===== src/rtl/fetch_stage.sv =====
// ============================================================================
// Module      : fetch_stage
// Description : Single-slot instruction fetch stage. It tracks the fetch PC,
//               issues one request per cycle to instruction memory and holds
//               the returned word in a one-entry output register.
//               Optional macro FETCH_MISALIGN_TRAP_EN adds a TRAP state and a
//               fetch_misalign output that flag misaligned redirect targets.
// Revision    : 1.0  initial release
// ============================================================================
`default_nettype none

module fetch_stage #(
    parameter logic [31:0] RESET_PC = 32'h0000_0000
) (
    input  logic        clk,
    input  logic        rst_n,
    input  logic        stall,
    input  logic        redirect,
    input  logic [31:0] redirect_pc,
    output logic        imem_req,
    output logic [31:0] imem_addr,
    input  logic        imem_ack,
    input  logic [31:0] imem_rdata,
    output logic        if_valid,
    output logic [31:0] if_pc,
    output logic [31:0] if_inst
`ifdef FETCH_MISALIGN_TRAP_EN
    ,
    output logic        fetch_misalign
`endif
);

    localparam logic [31:0] NOP_INST = 32'h0000_0013;

    typedef enum logic [1:0] {
        FETCH = 2'd0,
        FULL  = 2'd1,
        TRAP  = 2'd2
    } state_t;

    state_t      state_q, state_d;
    logic [31:0] pc_q, pc_d;
    logic        if_valid_q, if_valid_d;
    logic [31:0] if_pc_q, if_pc_d;
    logic [31:0] if_inst_q, if_inst_d;

    logic        w_slot_free;
    logic        w_req;
    logic        w_load;

    // A FULL stage with stall dropped behaves as FETCH in that same cycle,
    // which is what keeps the release-to-next-word latency at one cycle.
    always_comb begin
        w_slot_free = !if_valid_q || !stall;
        w_req       = rst_n && !redirect && (state_q != TRAP) && w_slot_free;
        w_load      = w_req && imem_ack;
    end

    always_comb begin
        state_d    = state_q;
        pc_d       = pc_q;
        if_valid_d = if_valid_q;
        if_pc_d    = if_pc_q;
        if_inst_d  = if_inst_q;

        if (redirect) begin
            if_valid_d = 1'b0;
`ifdef FETCH_MISALIGN_TRAP_EN
            if (redirect_pc[1:0] != 2'b00) begin
                pc_d    = redirect_pc;
                state_d = TRAP;
            end else begin
                pc_d    = redirect_pc;
                state_d = FETCH;
            end
`else
            pc_d    = redirect_pc & 32'hFFFF_FFFC;
            state_d = FETCH;
`endif
        end else if (state_q == TRAP) begin
            state_d = TRAP;
        end else begin
            if (w_load) begin
                if_inst_d  = imem_rdata;
                if_pc_d    = pc_q;
                if_valid_d = 1'b1;
                pc_d       = pc_q + 32'd4;
            end else if (!stall) begin
                if_valid_d = 1'b0;
            end
            state_d = (if_valid_q && stall) ? FULL : FETCH;
        end
    end

    always_ff @(posedge clk or negedge rst_n) begin
        if (!rst_n) begin
            state_q    <= FETCH;
            pc_q       <= RESET_PC;
            if_valid_q <= 1'b0;
            if_pc_q    <= 32'h0000_0000;
            if_inst_q  <= NOP_INST;
        end else begin
            state_q    <= state_d;
            pc_q       <= pc_d;
            if_valid_q <= if_valid_d;
            if_pc_q    <= if_pc_d;
            if_inst_q  <= if_inst_d;
        end
    end

    assign imem_req  = w_req;
    assign imem_addr = pc_q;
    assign if_valid  = if_valid_q;
    assign if_pc     = if_pc_q;
    assign if_inst   = if_inst_q;

`ifdef FETCH_MISALIGN_TRAP_EN
    assign fetch_misalign = (state_q == TRAP);
`endif

endmodule

`default_nettype wire


===== config.mk =====
export PLATFORM = sky130hd
export DESIGN_NAME = fetch_stage
export DESIGN_NICKNAME = d
export VERILOG_FILES = /design/src/rtl/fetch_stage.sv
export SDC_FILE = /design/constraint.sdc
export NUM_CORES = 1
export LEC_CHECK = 0
export BUFFER_PORTS_ARGS = -buffer_cell sky130_fd_sc_hd__buf_2
export CAP_MARGIN = 10
export CORE_AREA = 2 2 120 122
export CTS_BUF_LIST = sky130_fd_sc_hd__clkbuf_4
export CTS_CLUSTER_SIZE = 20
export DETAILED_ROUTE_END_ITERATION = 6
export DIE_AREA = 0 0 122 124
export SYNTH_ARGS = -nofsm -noshare
export SYNTH_HDL_FRONTEND = slang
export SYNTH_SLANG_ARGS = --single-unit

===== constraint.sdc =====
create_clock -name clk -period 2.8 [get_ports clk]
set_input_delay 0.28 -clock clk [delete_from_list [all_inputs] [get_ports clk]]
set_output_delay 0.28 -clock clk [all_outputs]
set_load 0.01 [all_outputs]

==> qor.csv, run 1 <==
metric;value;unit
layout cells sized above 1;0.296;
fill cell count;1412;
met2 WL;6160;µm
status;finished clean;
Pins Over Slew Limit;0;
Crit path required time;3170;ps
r2r startpoint;imem_addr[2]$_DFFE_PN0P_;
slowest cell on the critical path;dfrtp_1;
post-route ant nets;0;
# clock sinks;95;
area grow syn2layout;35.6;%
Avg Cell Area, Syn;8.91;µm²
min-delay src;redirect_pc[20];
Yosys warning total;0;
CP cell instances;ha_1, and4_1, nand4_1, nor4_2, xor2_1, mux2_2;
chip width;122;µm
startpoint types;flop;
GRT overflow;0;
Clock Pin Slew Worst Setup and Hold Paths;150;ps
most common cell in the netlist;nand2_1;
Max VDD drop;0.200;mV
Synth top area share;0.544;
final core occ;0.419;
RSZ-0062 raised after global routing;no;
most frequent cells after synthesis;nand2_1, dfrtp_1, o21ai_0;
Setup WS pre-CTS;579;ps
Reg2Reg Capture Point;imem_addr[22]$_DFFE_PN0P_;
crit path from;imem_addr[2]$_DFFE_PN0P_;
post-CTS sizing;0;
DRT iter0 DRCs;266;
I/O Pins;167;
Area after DPL;5230;µm²
input/output buffers;160;
WP data arrival;2620;ps
placed cell count;799;
Vias/cell;4.63;
Mapped Cells;475;
vias in the first global route;3597;
Worst slew margin;0.488;
hold depth;3;
Main synth FF type;dfrtp_1;
setup TNS;0;ps
TritonCTS clock tree;built;
CTS Buf Count;9;
Final WS setup;545;ps
largest area contributor in the netlist;dfrtp_1;
Seq/Total Area, Yosys;0.562;
final setup violating endpoints;0;
Cell variety after synth;42;
Clock Latency Late Sink;460;ps
clock skew;18.7;ps
final hold vios;0;
DR WL met3;665;µm
routed vias;3941;
Max Fclk;443;MHz
first-pass GRT wire length;19200;µm
Area contributors post-synth;dfrtp_1, nand2_1, o21ai_0;
Finished Layout Cells;851;
hold endpoint;imem_addr[20]$_DFFE_PN0P_;
flop2flop setup slack;550;ps
DRT Pass-1 Iters;5;
CP endpoint kind;flop;
period utilisation layout;0.805;
clock buffer depth;2;
H-Tree Level Count;3;
number of synthesized flops with an enable pin;0;
GPL Wtd Cong;0.775;
Tightest Pin Transition;768;ps
cell area after layout;5740;µm²
DP HPWL;8870;µm
total leakage power;2.95;nW
metal1 wirelength;5650;µm
die footprint;15100;µm²
max cap viols;0;
Hold WC Path Type;input port to flop;
Async S/R FF share, synth;1.00;
Initial Util;0.309;
Die Span Y;124;µm
wire length per cell;14.9;µm
pin count of the biggest net entering global routing;59;
gr usage total;0.167;
Crit Path Max Fanout;7;
Synth Register Bits;95;
slowest stage delay, CP;460;ps
area of the core;13700;µm²
Final min period;2250;ps
root buf cell;clkbuf_4;
initial antenna violation count;1;
Synth Cell Area;4230;µm²
max layer used;met4;
FF-to-FF path depth;6;
Residual DRC;0;
type of the worst setup path;flop to flop;
row cnt;43;
pwr dens;583;nW/µm²
Routed WL;12700;µm
# nets final;735;
## layer usage
layer  up-vias  GRT usage
met5         -          0
met4         0     0.0704
met3        16     0.0343
met2       108      0.260
met1      1881      0.227
li1       1936          -
## worst max-delay path, delay by kind of cell (launching register included)
kind	cells	cell delay, ps
xor gates and xnor gates	1	100
and+or+nand+nor	3	1090
muxes	1	270
adders and majority gates	1	240
DFF	1	460
## worst max path at each step
| stage | end | depth (start not counted) |
|---|---|---|
| global placement | imem_addr[22]$_DFFE_PN0P_ | 6 |
| global route | imem_addr[16]$_DFFE_PN0P_ | 6 |
| detailed placement | imem_addr[22]$_DFFE_PN0P_ | 6 |
| CTS | imem_addr[22]$_DFFE_PN0P_ | 6 |
| floorplan | imem_addr[22]$_DFFE_PN0P_ | 5 |
| finish | imem_addr[22]$_DFFE_PN0P_ | 6 |
## cell families after synthesis
group,synth area share
other cells,0.000886
compound gates,0.0570
simple gates,0.296
mux,0.00532
flops,0.562
fa+ha+maj,0.00295
xor+xnor,0.0414
buf+inv,0.0343
## per-stage QoR
stage               total power (W)  hold WS (ps)
finish                      0.00335          25.2
detailed placement          0.00251           430
global placement            0.00249           414
floorplan                   0.00212         -15.6
CTS                         0.00340        0.0832
global route                0.00359         0.829
## registers in the layout, summed over array words and instances, names as in the netlist
register   count
if_inst       32
if_pc         30
if_valid       1
imem_addr     30
state_q        2
## placed cells by master, fill, tap and decap left out, drive strengths merged, types with 2 or more instances in the layout
| cell type | netlist | final |
|---|---|---|
| clkbuf | 15 | 10 |
| o21ai | 23 | 23 |
| dfrtp | 92 | 92 |
| and4 | 4 | 4 |
| nor2 | 12 | 12 |
| buf | 12 | 168 |
| nand3 | 15 | 15 |
| o211ai | 4 | 4 |
| a31oi | 2 | 2 |
| clkinv | 0 | 3 |
| xnor2 | 12 | 12 |
| o221a | 2 | 2 |
| or3 | 3 | 3 |
| and3 | 6 | 6 |
| conb | 1 | 4 |
| inv | 7 | 7 |
| nand4 | 10 | 10 |
| mux2 | 2 | 2 |
| nand2b | 3 | 3 |
| nand2 | 205 | 205 |
| dfstp | 3 | 3 |
| xor2 | 8 | 8 |
| dlygate4sd3 | 0 | 35 |
| nor4 | 11 | 11 |
| nor3 | 7 | 7 |
| nor2b | 2 | 2 |
| bufinv | 0 | 2 |
| or4 | 4 | 4 |
## cell type report
class                           instances  area (µm²)  share of cell area
Antenna cell                            1        2.50            0.000436
Clock buffer                           10        75.1              0.0131
Clock inverter                          6        85.1              0.0148
Inverter                                7        26.3             0.00458
Multi-Input combinational cell        349        1720               0.300
Sequential cell                        95        2380               0.415
Tap cell                              180         225              0.0392
Timing Repair Buffer                  203        1230               0.214
## repair_timing
item                                   4_1_cts  5_1_grt
hold buffers                                32        3
buffers inserted                             0        0
endpoints found under the hold margin       68        3
## report_power, final
group / internal, W / leakage, nW / switching, W
Clock: 0.000370 / 0.0840 / 0.000471
Combinational: 0.000334 / 1.70 / 0.000425
Sequential: 0.00159 / 1.17 / 0.000159
No activity file was read; power rests on OpenSTA's default activity.
==> inputs of run 2 (changes only) <==
clock period = 2.1 ns   (was 2.8 ns; I/O delays follow)
==> run 2 against run 1 <==
  * Hold slack better by 25 ps
  * Flip-flop and latch count is the same
  * Critical path depth decreased by 1
  * Via count up 4.9%
==> qor.csv, run 2 (synthesis gave the netlist of run 1 again) <==
metric;value;unit
DRT iter0 DRCs;228;
hold_ws;50.2;ps
CP cell instances;nand3_2, or4_4, nor4_4, xor2_1, mux2_2;
Residual DRC;0;
gr usage total;0.171;
flop2flop setup slack;90;ps
max cap viols;0;
slowest stage delay, CP;630;ps
Max Fclk;497;MHz
Clock Latency Late Sink;480;ps
root buf cell;clkbuf_4;
Max VDD drop;0.278;mV
clock buffer depth;2;
DRT Pass-1 Iters;4;
routed vias;4134;
Final min period;2010;ps
Tightest Pin Transition;851;ps
Pins Over Slew Limit;0;
area grow syn2layout;45.3;%
CTS Buf Count;9;
input/output buffers;160;
commonest non-fill, non-tap cells in the layout;nand2_1, buf_2, dfrtp_1;
DP HPWL;9230;µm
first-pass GRT wire length;19900;µm
final hold vios;0;
# nets final;779;
setup TNS;0;ps
Vias/cell;4.62;
Die Span Y;124;µm
Initial Util;0.309;
Hold WC Path Type;input port to flop;
wire length per cell;14.5;µm
layout cells sized above 1;0.307;
Clock Pin Slew Worst Setup and Hold Paths;140;ps
pwr dens;740;nW/µm²
total leakage power;3.15;nW
max reg flops;32;
GPL Wtd Cong;0.794;
CP endpoint kind;flop;
pin count of the biggest net entering global routing;67;
clock skew;15.1;ps
Finished Layout Cells;895;
period utilisation layout;0.958;
final setup violating endpoints;0;
commonest non-fill, non-tap cell in the layout;nand2_1;
startpoint types;flop;
area of the core;13700;µm²
Worst slew margin;0.432;
placed cell count;816;
TritonCTS clock tree;built;
Crit path required time;2460;ps
initial antenna violation count;1;
RSZ-0062 raised after global routing;no;
GRT overflow;0;
row cnt;43;
vias in the first global route;3878;
slowest cell on the critical path;or4_4;
Routed WL;13000;µm
# clock sinks;95;
WP data arrival;2380;ps
Post-CTS Setup Repair Bufs;0;
status;finished clean;
Pwr Total;0.00455;W
chip width;122;µm
Crit Path Max Fanout;5;
die footprint;15100;µm²
I/O Pins;167;
post-route ant nets;0;
H-Tree Level Count;3;
type of the worst setup path;flop to flop;
[run 2: cell count changes in the layout (fill, tap and decap cells not counted), sizes merged]
cell         change
buf             +17
dlygate4sd3     +27
[run 2: per-stage QoR]
step | util | cell area, µm² | worst slack (ps)
after floorplan | - | 4250 | 171
after global placement | 0.390 | 5340 | 181
after detailed placement | 0.390 | 5340 | 125
after CTS | 0.446 | 6120 | 92.2
after global routing | 0.448 | 6150 | 16.7
final | 0.448 | 6150 | 88.7
[run 2: layer usage]
| layer | part of all wire | routed length, µm | global-route usage |
|---|---|---|---|
| met5 | 0 | 0 | 0 |
| met4 | 0.020 | 265 | 0.0769 |
| met3 | 0.057 | 738 | 0.0325 |
| met2 | 0.47 | 6150 | 0.273 |
| met1 | 0.45 | 5810 | 0.227 |
[run 2: cell type report]
class | count | area (µm²)
inverter | 7 | 26.3
multi-input combinational | 349 | 1740
tap | 180 | 225
antenna | 1 | 2.50
clock inverter | 6 | 85.1
timing repair buffer | 247 | 1610
sequential | 95 | 2380
fill | 1379 | 7570
clock buffer | 10 | 75.1
[run 2: worst paths after layout]
check,end,depth (start not counted),from
worst max-delay path,imem_addr[22]$_DFFE_PN0P_,5,imem_addr[12]$_DFFE_PN0P_
worst min-delay path,imem_addr[31]$_DFFE_PN0P_,4,redirect_pc[31]
worst max register to register,imem_addr[22]$_DFFE_PN0P_,5,imem_addr[12]$_DFFE_PN0P_
worst min register to register,if_inst[0]$_DFFE_PN1P_,2,if_inst[0]$_DFFE_PN1P_
max in group asynchronous,imem_addr[16]$_DFFE_PN0P_,4,rst_n
min in group asynchronous,imem_addr[5]$_DFFE_PN0P_,3,rst_n
[run 2: power by group]
part | leakage [nW] | internal [W] | switching, W
logic | 1.90 | 0.000504 | 0.000600
registers | 1.17 | 0.00212 | 0.000197
clock network | 0.0840 | 0.000492 | 0.000637
[run 2: timing repair]
action	4_1_cts	5_1_grt
hold buffers	62	0
endpoints found under the hold margin	90	0
setup endpoints to repair	0	3
gates resized for setup	0	6
[run 2: worst max-delay path: cells and delay by family (launching register included)]
family,cells,cell delay (ps)
and+or+nand+nor,3,1080
DFF,1,450
muxes,1,280
xor gates and xnor gates,1,100
==> inputs of run 3 (changes only) <==
MAX_ROUTING_LAYER = met4   (was not set)
==> run 3 against run 2 <==
  * Clock-buffer cell count unchanged
  * Setup slack better by 8.7 ps
  * Cell count is the same
  * Maximum frequency is 0.43% higher
  * Non-clock buffer count unchanged
  * Via count grew 0.34%
  * Wire length about the same
  * Design area stayed put
  * Flip-flop and latch count unchanged
  * Clock power about the same
  * Largest cell class unchanged
  * Combinational power hardly changed
  * Largest power group unchanged
==> qor.csv, run 3 (synthesis gave the netlist of run 1 again) <==
metric;value;unit
status;finished clean;
WP data arrival;2370;ps
post-route ant nets;0;
Clock Latency Late Sink;480;ps
DP HPWL;9230;µm
commonest non-fill, non-tap cell in the layout;nand2_1;
slowest stage delay, CP;630;ps
hold_ws;47.6;ps
sw frac;0.315;
Seq pwr share;0.509;
DRT Pass-1 Iters;6;
r2r startpoint;imem_addr[12]$_DFFE_PN0P_;
area grow syn2layout;45.3;%
I/O Pins;167;
Pwr Total;0.00455;W
Clock power frac;0.248;
fill cell count;1379;
routed vias;4148;
final hold vios;0;
Sw Pwr;0.00143;W
clock buffer depth;2;
input/output buffers;160;
CP endpoint kind;flop;
slowest cell on the critical path;or4_4;
hold endpoint;imem_addr[31]$_DFFE_PN0P_;
Crit path required time;2460;ps
chip width;122;µm
FF-to-FF path depth;5;
Max VDD drop;0.278;mV
setup TNS;0;ps
Vias/cell;4.63;
first-pass GRT wire length;19800;µm
Tightest Pin Transition;842;ps
Worst slew margin;0.439;
# clock sinks;95;
Final min period;2000;ps
TritonCTS clock tree;built;
initial antenna violation count;1;
Crit Path Max Fanout;5;
pwr dens;740;nW/µm²
startpoint types;flop;
max cap viols;0;
Die Span Y;124;µm
clock skew;15.9;ps
row cnt;43;
area of the core;13700;µm²
Pins Over Slew Limit;0;
Finished Layout Cells;895;
vias in the first global route;3871;
hold depth;4;
period utilisation layout;0.954;
H-Tree Level Count;3;
final setup violating endpoints;0;
final core occ;0.448;
Max Fclk;499;MHz
P_int;0.00312;W
critical path buffer and inverter count;0;
GRT overflow;0;
RSZ-0062 raised after global routing;no;
wire length per cell;14.5;µm
# nets final;779;
Post-CTS Setup Repair Bufs;0;
placed cell count;816;
Residual DRC;0;
layout cells sized above 1;0.307;
flop2flop setup slack;100;ps
Initial Util;0.309;
total leakage power;3.15;nW
die footprint;15100;µm²
CTS Buf Count;9;
commonest non-fill, non-tap cells in the layout;nand2_1, buf_2, dfrtp_1;
max reg flops;32;
min-delay src;redirect_pc[31];
gr usage total;0.176;
root buf cell;clkbuf_4;
Routed WL;13000;µm
GPL Wtd Cong;0.806;
largest delay contributor family on the critical path;simple AND/OR/NAND/NOR gates;
DRT iter0 DRCs;252;
Reg2Reg Capture Point;imem_addr[22]$_DFFE_PN0P_;
type of the worst setup path;flop to flop;
Hold WC Path Type;input port to flop;
CP cell instances;nand3_2, or4_4, nor4_4, xor2_1, mux2_2;
pin count of the biggest net entering global routing;67;
Clock Pin Slew Worst Setup and Hold Paths;150;ps
combinational power share;0.243;
==> run 3: cell counts in the layout (fill, tap and decap cells not counted) <==
No cell type changed its count.
==> run 3: worst max-delay path by stage <==
stage / to / startpoint / cells past startpoint
2_1_floorplan: imem_addr[22]$_DFFE_PN0P_ / imem_addr[10]$_DFFE_PN0P_ / 5
3_3_place_gp: imem_addr[22]$_DFFE_PN0P_ / imem_addr[2]$_DFFE_PN0P_ / 7
3_5_place_dp: imem_addr[22]$_DFFE_PN0P_ / imem_addr[12]$_DFFE_PN0P_ / 5
4_1_cts: imem_addr[22]$_DFFE_PN0P_ / imem_addr[8]$_DFFE_PN0P_ / 5
5_1_grt: imem_addr[16]$_DFFE_PN0P_ / imem_addr[2]$_DFFE_PN0P_ / 7
6_report: imem_addr[22]$_DFFE_PN0P_ / imem_addr[12]$_DFFE_PN0P_ / 5
==> run 3: tightest hold or removal path, cell delays in order <==
cell      delay [ps]
buf_2             70
and2_1           110
a31oi_1           40
o211ai_1          70
==> run 3: power groups by stage <==
stage,clock [W],sequential [W],combinational [W]
3_3_place_gp,0,0.00234,0.00101
5_1_grt,0.00125,0.00236,0.00123
3_5_place_dp,0,0.00236,0.00102
2_1_floorplan,0,0.00248,0.000339
4_1_cts,0.00118,0.00232,0.00112
6_report,0.00113,0.00232,0.00110
==> run 3: repair_timing <==
item	CTS	global route
hold endpoints to repair	90	0
hold buffers	62	0
resized for setup	0	6
setup endpoints to repair	0	3
==> run 3: per-stage QoR <==
stage                     cell area [µm²]  setup slack (ps)
after detailed placement             5340               125
after global routing                 6150              16.7
final                                6150              97.4
after CTS                            6120              92.2
after global placement               5340               181
after floorplan                      4250               171
==> run 3: routing by layer <==
layer  share of wire  up-vias  track usage  wire length [µm]
met3           0.062       18       0.0293               801
met1            0.44     1972        0.230              5750
met5               0        -            -                 0
met2            0.47      135        0.272              6120
met4           0.022        0       0.0769               282
li1                -     2023            -                 -
==> run 3: layout make-up <==
cell class	count	area (µm²)	area share
repair buffers	247	1610	0.262
diodes	1	2.50	0.000407
well taps	180	225	0.0366
flip-flops and latches	95	2380	0.387
clock inverters	6	85.1	0.0138
clock buffers	10	75.1	0.0122
inverters	7	26.3	0.00427
multi-input cells	349	1740	0.284
